<file path="src/rtl/lzss_dec_unpack_pkg.sv">
// Shared helpers and state encoding for the LZSS decoder bit unpacker.
// The code-width helper is shared with lzss_dec_top so both sides agree on code width.
package lzss_dec_unpack_pkg;

    function automatic int clog2(input int value);
        int r;
        int v;
        r = 0;
        v = value - 1;
        while (v > 0) begin
            r++;
            v = v >> 1;
        end
        return r;
    endfunction

    // One flag bit plus the wider of a literal or an (offset, length) pair.
    function automatic int get_code_width(input int data_w, input int ref_size, input int coding_size);
        int match_w;
        match_w = clog2(ref_size) + clog2(coding_size);
        return 1 + ((data_w > match_w) ? data_w : match_w);
    endfunction

    localparam logic ST_RUN_ENC   = 1'b0;
    localparam logic ST_DRAIN_ENC = 1'b1;

    typedef enum logic {
        ST_RUN   = ST_RUN_ENC,
        ST_DRAIN = ST_DRAIN_ENC
    } state_e;

endpackage

</file>
<file path="src/rtl/lzss_bit_accum.sv">
// LSB-first bit accumulator: shifts out one code per pop and ORs new words in
// above the remaining bits, masking the unused tail of the last word.
module lzss_bit_accum
    import lzss_dec_unpack_pkg::*;
#(
    parameter int pWordWidth  = 32,
    parameter int pCodeWidth  = 10,
    parameter int pAccWidth   = pWordWidth + 2*pCodeWidth,
    parameter int pCntWidth   = clog2(pAccWidth + 1),
    parameter int pNbitsWidth = clog2(pWordWidth) + 1
) (
    input  logic                   clk,
    input  logic                   rst,
    input  logic                   clear,
    input  logic                   shift_en,
    input  logic                   insert_en,
    input  logic [pWordWidth-1:0]  word,
    input  logic [pNbitsWidth-1:0] nbits,
    input  logic                   last,
    output logic [pCodeWidth-1:0]  code,
    output logic [pCntWidth-1:0]   count
);

    logic [pAccWidth-1:0]  acc_q;
    logic [pAccWidth-1:0]  acc_shifted;
    logic [pAccWidth-1:0]  acc_d;
    logic [pCntWidth-1:0]  count_q;
    logic [pCntWidth-1:0]  cnt_shifted;
    logic [pCntWidth-1:0]  cnt_d;
    logic [pCntWidth-1:0]  ins_bits;
    logic [pWordWidth-1:0] mask;
    logic [pWordWidth-1:0] word_masked;

    // Bits above count must stay zero, otherwise the OR-insert would corrupt data.
    always_comb begin
        mask = '0;
        for (int i = 0; i < pWordWidth; i++) begin
            mask[i] = !last || (pNbitsWidth'(i) < nbits);
        end
    end

    assign word_masked = word & mask;
    assign ins_bits    = last ? pCntWidth'(nbits) : pCntWidth'(pWordWidth);

    always_comb begin
        acc_shifted = acc_q;
        cnt_shifted = count_q;
        if (shift_en) begin
            acc_shifted = acc_q >> pCodeWidth;
            cnt_shifted = count_q - pCntWidth'(pCodeWidth);
        end
        acc_d = acc_shifted;
        cnt_d = cnt_shifted;
        if (insert_en) begin
            acc_d = acc_shifted | (pAccWidth'(word_masked) << cnt_shifted);
            cnt_d = cnt_shifted + ins_bits;
        end
    end

    always_ff @(posedge clk) begin
        if (rst || clear) begin
            acc_q   <= '0;
            count_q <= '0;
        end else begin
            acc_q   <= acc_d;
            count_q <= cnt_d;
        end
    end

    assign code  = acc_q[pCodeWidth-1:0];
    assign count = count_q;

endmodule

</file>
<file path="src/rtl/lzss_dec_unpack.sv">
// Unpacks a packed LSB-first word stream into fixed-width LZSS codes for lzss_dec_top.
//   state    | meaning
//   ST_RUN   | accepting words; one code held back until more bits or last arrive
//   ST_DRAIN | last word taken; emit remaining whole codes, then drop residual bits
module lzss_dec_unpack
    import lzss_dec_unpack_pkg::*;
#(
    parameter int pDataWidth     = 8,
    parameter int pReferenceSize = 64,
    parameter int pCodingSize    = 5,
    parameter int pCodeWidth     = get_code_width(pDataWidth, pReferenceSize, pCodingSize),
    parameter int pWordWidth     = 32,
    localparam int pAccWidth     = pWordWidth + 2*pCodeWidth,
    localparam int pCntWidth     = clog2(pAccWidth + 1),
    localparam int pNbitsWidth   = clog2(pWordWidth) + 1
) (
    input  logic                   clk,
    input  logic                   rst,
    input  logic                   i_valid,
    output logic                   ow_ready,
    input  logic [pWordWidth-1:0]  i_word,
    input  logic [pNbitsWidth-1:0] i_nbits,
    input  logic                   i_last,
    output logic                   o_valid,
    input  logic                   i_ready,
    output logic [pCodeWidth-1:0]  o_code,
    output logic                   o_last,
    output logic                   o_empty
);

    localparam logic [pCntWidth-1:0] IN_LIMIT = pCntWidth'(pAccWidth - pWordWidth);
    localparam logic [pCntWidth-1:0] CODE_1X  = pCntWidth'(pCodeWidth);
    localparam logic [pCntWidth-1:0] CODE_2X  = pCntWidth'(2*pCodeWidth);

    state_e               state_q;
    state_e               state_d;
    logic                 emitted_q;
    logic                 drain_done;
    logic                 in_fire;
    logic                 out_fire;
    logic [pCntWidth-1:0] count;

    assign in_fire  = i_valid && ow_ready;
    assign out_fire = o_valid && i_ready;

    always_ff @(posedge clk) begin
        if (rst) begin
            state_q   <= ST_RUN;
            emitted_q <= 1'b0;
        end else begin
            state_q <= state_d;
            if (drain_done) begin
                emitted_q <= 1'b0;
            end else if (out_fire) begin
                emitted_q <= 1'b1;
            end
        end
    end

    always_comb begin
        state_d    = state_q;
        ow_ready   = 1'b0;
        o_valid    = 1'b0;
        o_last     = 1'b0;
        o_empty    = 1'b0;
        drain_done = 1'b0;
        case (state_q)
            ST_RUN: begin
                ow_ready = (count <= IN_LIMIT);
                o_valid  = (count >= CODE_2X);
                if (i_valid && ow_ready && i_last) begin
                    state_d = ST_DRAIN;
                end
            end
            ST_DRAIN: begin
                o_valid = (count >= CODE_1X);
                o_last  = o_valid && (count < CODE_2X);
                // Fewer than one code left: residual is padding.
                if (!o_valid) begin
                    drain_done = 1'b1;
                    o_empty    = !emitted_q;
                    state_d    = ST_RUN;
                end
            end
            default: state_d = ST_RUN;
        endcase
    end

    lzss_bit_accum #(
        .pWordWidth (pWordWidth),
        .pCodeWidth (pCodeWidth),
        .pAccWidth  (pAccWidth),
        .pCntWidth  (pCntWidth),
        .pNbitsWidth(pNbitsWidth)
    ) u_accum (
        .clk      (clk),
        .rst      (rst),
        .clear    (drain_done),
        .shift_en (out_fire),
        .insert_en(in_fire),
        .word     (i_word),
        .nbits    (i_nbits),
        .last     (i_last),
        .code     (o_code),
        .count    (count)
    );

endmodule
</file>
<file path="config.mk">
export PLATFORM = sky130hd
export DESIGN_NAME = lzss_dec_unpack
export DESIGN_NICKNAME = d
export VERILOG_FILES = /design/src/rtl/lzss_dec_unpack_pkg.sv /design/src/rtl/lzss_bit_accum.sv /design/src/rtl/lzss_dec_unpack.sv
export SDC_FILE = /design/constraint.sdc
export NUM_CORES = 1
export LEC_CHECK = 0
export ABC_AREA = 0
export BUFFER_PORTS_ARGS = -buffer_cell sky130_fd_sc_hd__buf_2
export CAP_MARGIN = 10
export CORE_AREA = 3 3 116 174
export CTS_BUF_LIST = sky130_fd_sc_hd__clkbuf_8
export DETAILED_ROUTE_END_ITERATION = 6
export DIE_AREA = 0 0 119 177
export PLACE_DENSITY = 0.49
export SLEW_MARGIN = 0
export SYNTH_ARGS = -nofsm -noshare
export SYNTH_HDL_FRONTEND = slang
export SYNTH_SLANG_ARGS = --single-unit
</file>
<file path="constraint.sdc">
create_clock -name clk -period 4.7 [get_ports clk]
set_clock_uncertainty 0.2 [all_clocks]
set_input_delay 0.94 -clock clk [delete_from_list [all_inputs] [get_ports clk]]
set_output_delay 0.94 -clock clk [all_outputs]
set_load 0.05 [all_outputs]
</file>
==> metrics.yaml <==
slew_headroom_pct: 45.1
cts_inserted_buffers: 9
numClockSinks: 60
final.setup.tns_ns: 0
p_leak_uw: 0.00233
crit_fanout: 15
max-cap-violations: 0
ctsHoldBuffers: 0
final_util_pct: 33.3
antenna_left: 0
reg2reg_to: "u_accum.acc_q[18]$_SDFF_PP0_"
met1_usage_pct: 23.7
startpoint: "u_accum.count[1]$_SDFF_PP0_"
clk_pin_slew_ns: 0.08
crit_chain: "inv_1, ha_1, a21oi_1, nand2_1, nand2_1, mux2i_1, o211ai_1, a21oi_1, o22ai_1"
peakVddDrop_mv: 0.215
top_usage_layer: "met2"
synth_fp_nets: 801
cpMaxStageDelayCell: "nand2_1"
htreeDepth: 3
die-area_um2: 21100
p_per_area_nw_per_um2: 738
diodes: 0
min_to: "u_accum.acc_q[43]$_SDFF_PP0_"
worstHoldPathType: "flip-flop to flip-flop"
synth-edff-count: 0
synth.cell_area_um2: 5610
routed_via_density: 5.77
avgSynthCellArea_um2: 7.46
io_pins: 57
grt_max_degree: 38
dr.pass1.iters: 5
final_hold_viol_count: 0
cts-root-buf: "clkbuf_8"
drive_above_1_share_pct: 18.2
max_freq_ghz: 0.254
timing.final.crit_share_pct: 83.7
r2r_start: "u_accum.count[1]$_SDFF_PP0_"
layout-area-overhead-vs-synth_pct: 10.9
ys_ff_latch: 60
rsz0062_at_grt: "no"
clk_latency_ns: 0.35
min_period_ns: 3.93
core_um2: 18700
setup_viol: 0
critPathArrivalTime_ns: 4.00
critical_path.startpoint_type: "flip-flop"
grt_pass1_vias: 5677
cts_tree: "done"
yosysSeqAreaShare_pct: 21.4
end_kind: "flip-flop"
clk_path_buf_depth: 2
grt_pass1_wl_um: 32700
worst_slew_pin_slew_ns: 0.820
nets: 820
ys_types: 87
ys_async_sr_fraction_pct: 0
r2r.worst_path.cells: 9
ctsResizeCount: 0
hold_slack_ns: 0.263
outcome: "completed"
hpwl_um: 16200
initial_core_util_pct: 30.0
hold_path_startpoint: "u_accum.acc_q[43]$_SDFF_PP0_"
timing.critical_path.slowest_cell_delay_ns: 0.66
postCtsSetupBuffers: 0
io_buffers: 56
gp_congestion: 0.917
ys_warn_count: 0
crit_required_ns: 4.76
ff2ff_setup_slack_ns: 0.77
synth_flop_cell: "dfxtp_1"
worstSetupPathType: "flip-flop to flip-flop"
use_met2_pct: 33.9
drc_errors: 0
drtIter0Drc: 423
row_count: 61
use_met3_pct: 2.17
synth_cells: 752
grt_overflow: 0
via_count: 5935
wl_per_cell_um: 20.5
whs_path_depth: 2
grt_usage_pct: 19.5
slew_violations: 0
die_h_um: 177
antenna_found_initial: 0
drt_wl_total_um: 21000
die_x_um: 119
logic make-up after synthesis:
group,share of synthesized area (%)
compound gates,29.6
mux,14.9
simple gates,23.7
fa+ha+maj,1.70
xor+xnor,1.23
flops,21.4
buf+inv,7.41
flip-flops by register name (all words and copies together) (netlist names):
name           count
state_q            1
u_accum.acc_q     52
u_accum.count      6
emitted_q          1
cells in the mapped netlist, types with 10 or more instances:
| library cell | number | area, um2 |
|---|---|---|
| a21oi_1 | 39 | 195 |
| a31oi_1 | 27 | 169 |
| a41oi_1 | 10 | 87.6 |
| buf_2 | 20 | 100 |
| buf_4 | 13 | 97.6 |
| clkbuf_1 | 34 | 128 |
| dfxtp_1 | 60 | 1200 |
| mux2_2 | 13 | 146 |
| mux2i_1 | 59 | 591 |
| nand2_1 | 141 | 529 |
| nand3_1 | 22 | 110 |
| nor2_1 | 41 | 154 |
| nor3_1 | 16 | 80.1 |
| o211ai_1 | 16 | 120 |
| o21ai_0 | 39 | 195 |
| o22ai_1 | 18 | 113 |
routing by layer:
layer / routed length [um] / share of wire [%]
met2: 10500 / 50
met3: 800 / 3.8
met1: 8780 / 42
met4: 965 / 4.6
met5: 0 / 0
through the flow:
step | power (uW) | worst slack, ns | cells | cell area [um2]
floorplan | 3170 | 1.41 | 752 | 5610
global placement | 4090 | 0.795 | 1012 | 6020
detailed placement | 4070 | 0.756 | 1012 | 6020
CTS | 4560 | 0.823 | 1028 | 6220
global route | 4870 | 0.602 | 1028 | 6220
finish | 4590 | 0.768 | 1028 | 6220
critical path, delay by kind of cell, from the launching register on:
family                   cells  cell delay [ns]
AND/OR/NAND/NOR              2             0.91
adder cells (fa/ha/maj)      1             0.42
multiplexers                 1             0.28
buffers and inverters        1             0.26
AO/OA/AOI/OAI                4             1.14
flip-flops                   1             0.62
how the worst max path moves through the flow:
stage	to	slack, ns	cells past startpoint
finish	u_accum.acc_q[18]$_SDFF_PP0_	0.77	9
global route	u_accum.acc_q[34]$_SDFF_PP0_	0.60	10
CTS	u_accum.acc_q[18]$_SDFF_PP0_	0.82	9
detailed placement	u_accum.acc_q[18]$_SDFF_PP0_	0.76	8
global placement	u_accum.acc_q[18]$_SDFF_PP0_	0.79	8
floorplan	u_accum.count[4]$_SDFF_PP0_	1.41	16
cell usage in the layout, fill, tap and decap left out, types with 18 or more instances in the layout:
| cell type | count |
|---|---|
| nor2_1 | 41 |
| a21oi_1 | 39 |
| o22ai_1 | 18 |
| nand2_1 | 140 |
| buf_4 | 26 |
| buf_2 | 56 |
| o21ai_0 | 39 |
| nand3_1 | 22 |
| dfxtp_1 | 60 |
| a31oi_1 | 27 |
| mux2i_1 | 59 |
layout make-up:
type                       instances  area, um2
multi-input combinational        609       4000
inverter                           9       33.8
clock buffer                       9        124
tap                              252        315
timing repair buffer              82        475
clock inverter                     7       75.1
fill                            2069      12500
sequential                        60       1200
power breakdown:
group | total, uW | internal, uW | switching [uW]
registers | 847 | 697 | 149
logic | 3270 | 1120 | 2150
clock network | 477 | 247 | 230
Note: power is estimated with default switching activity, not from simulation.
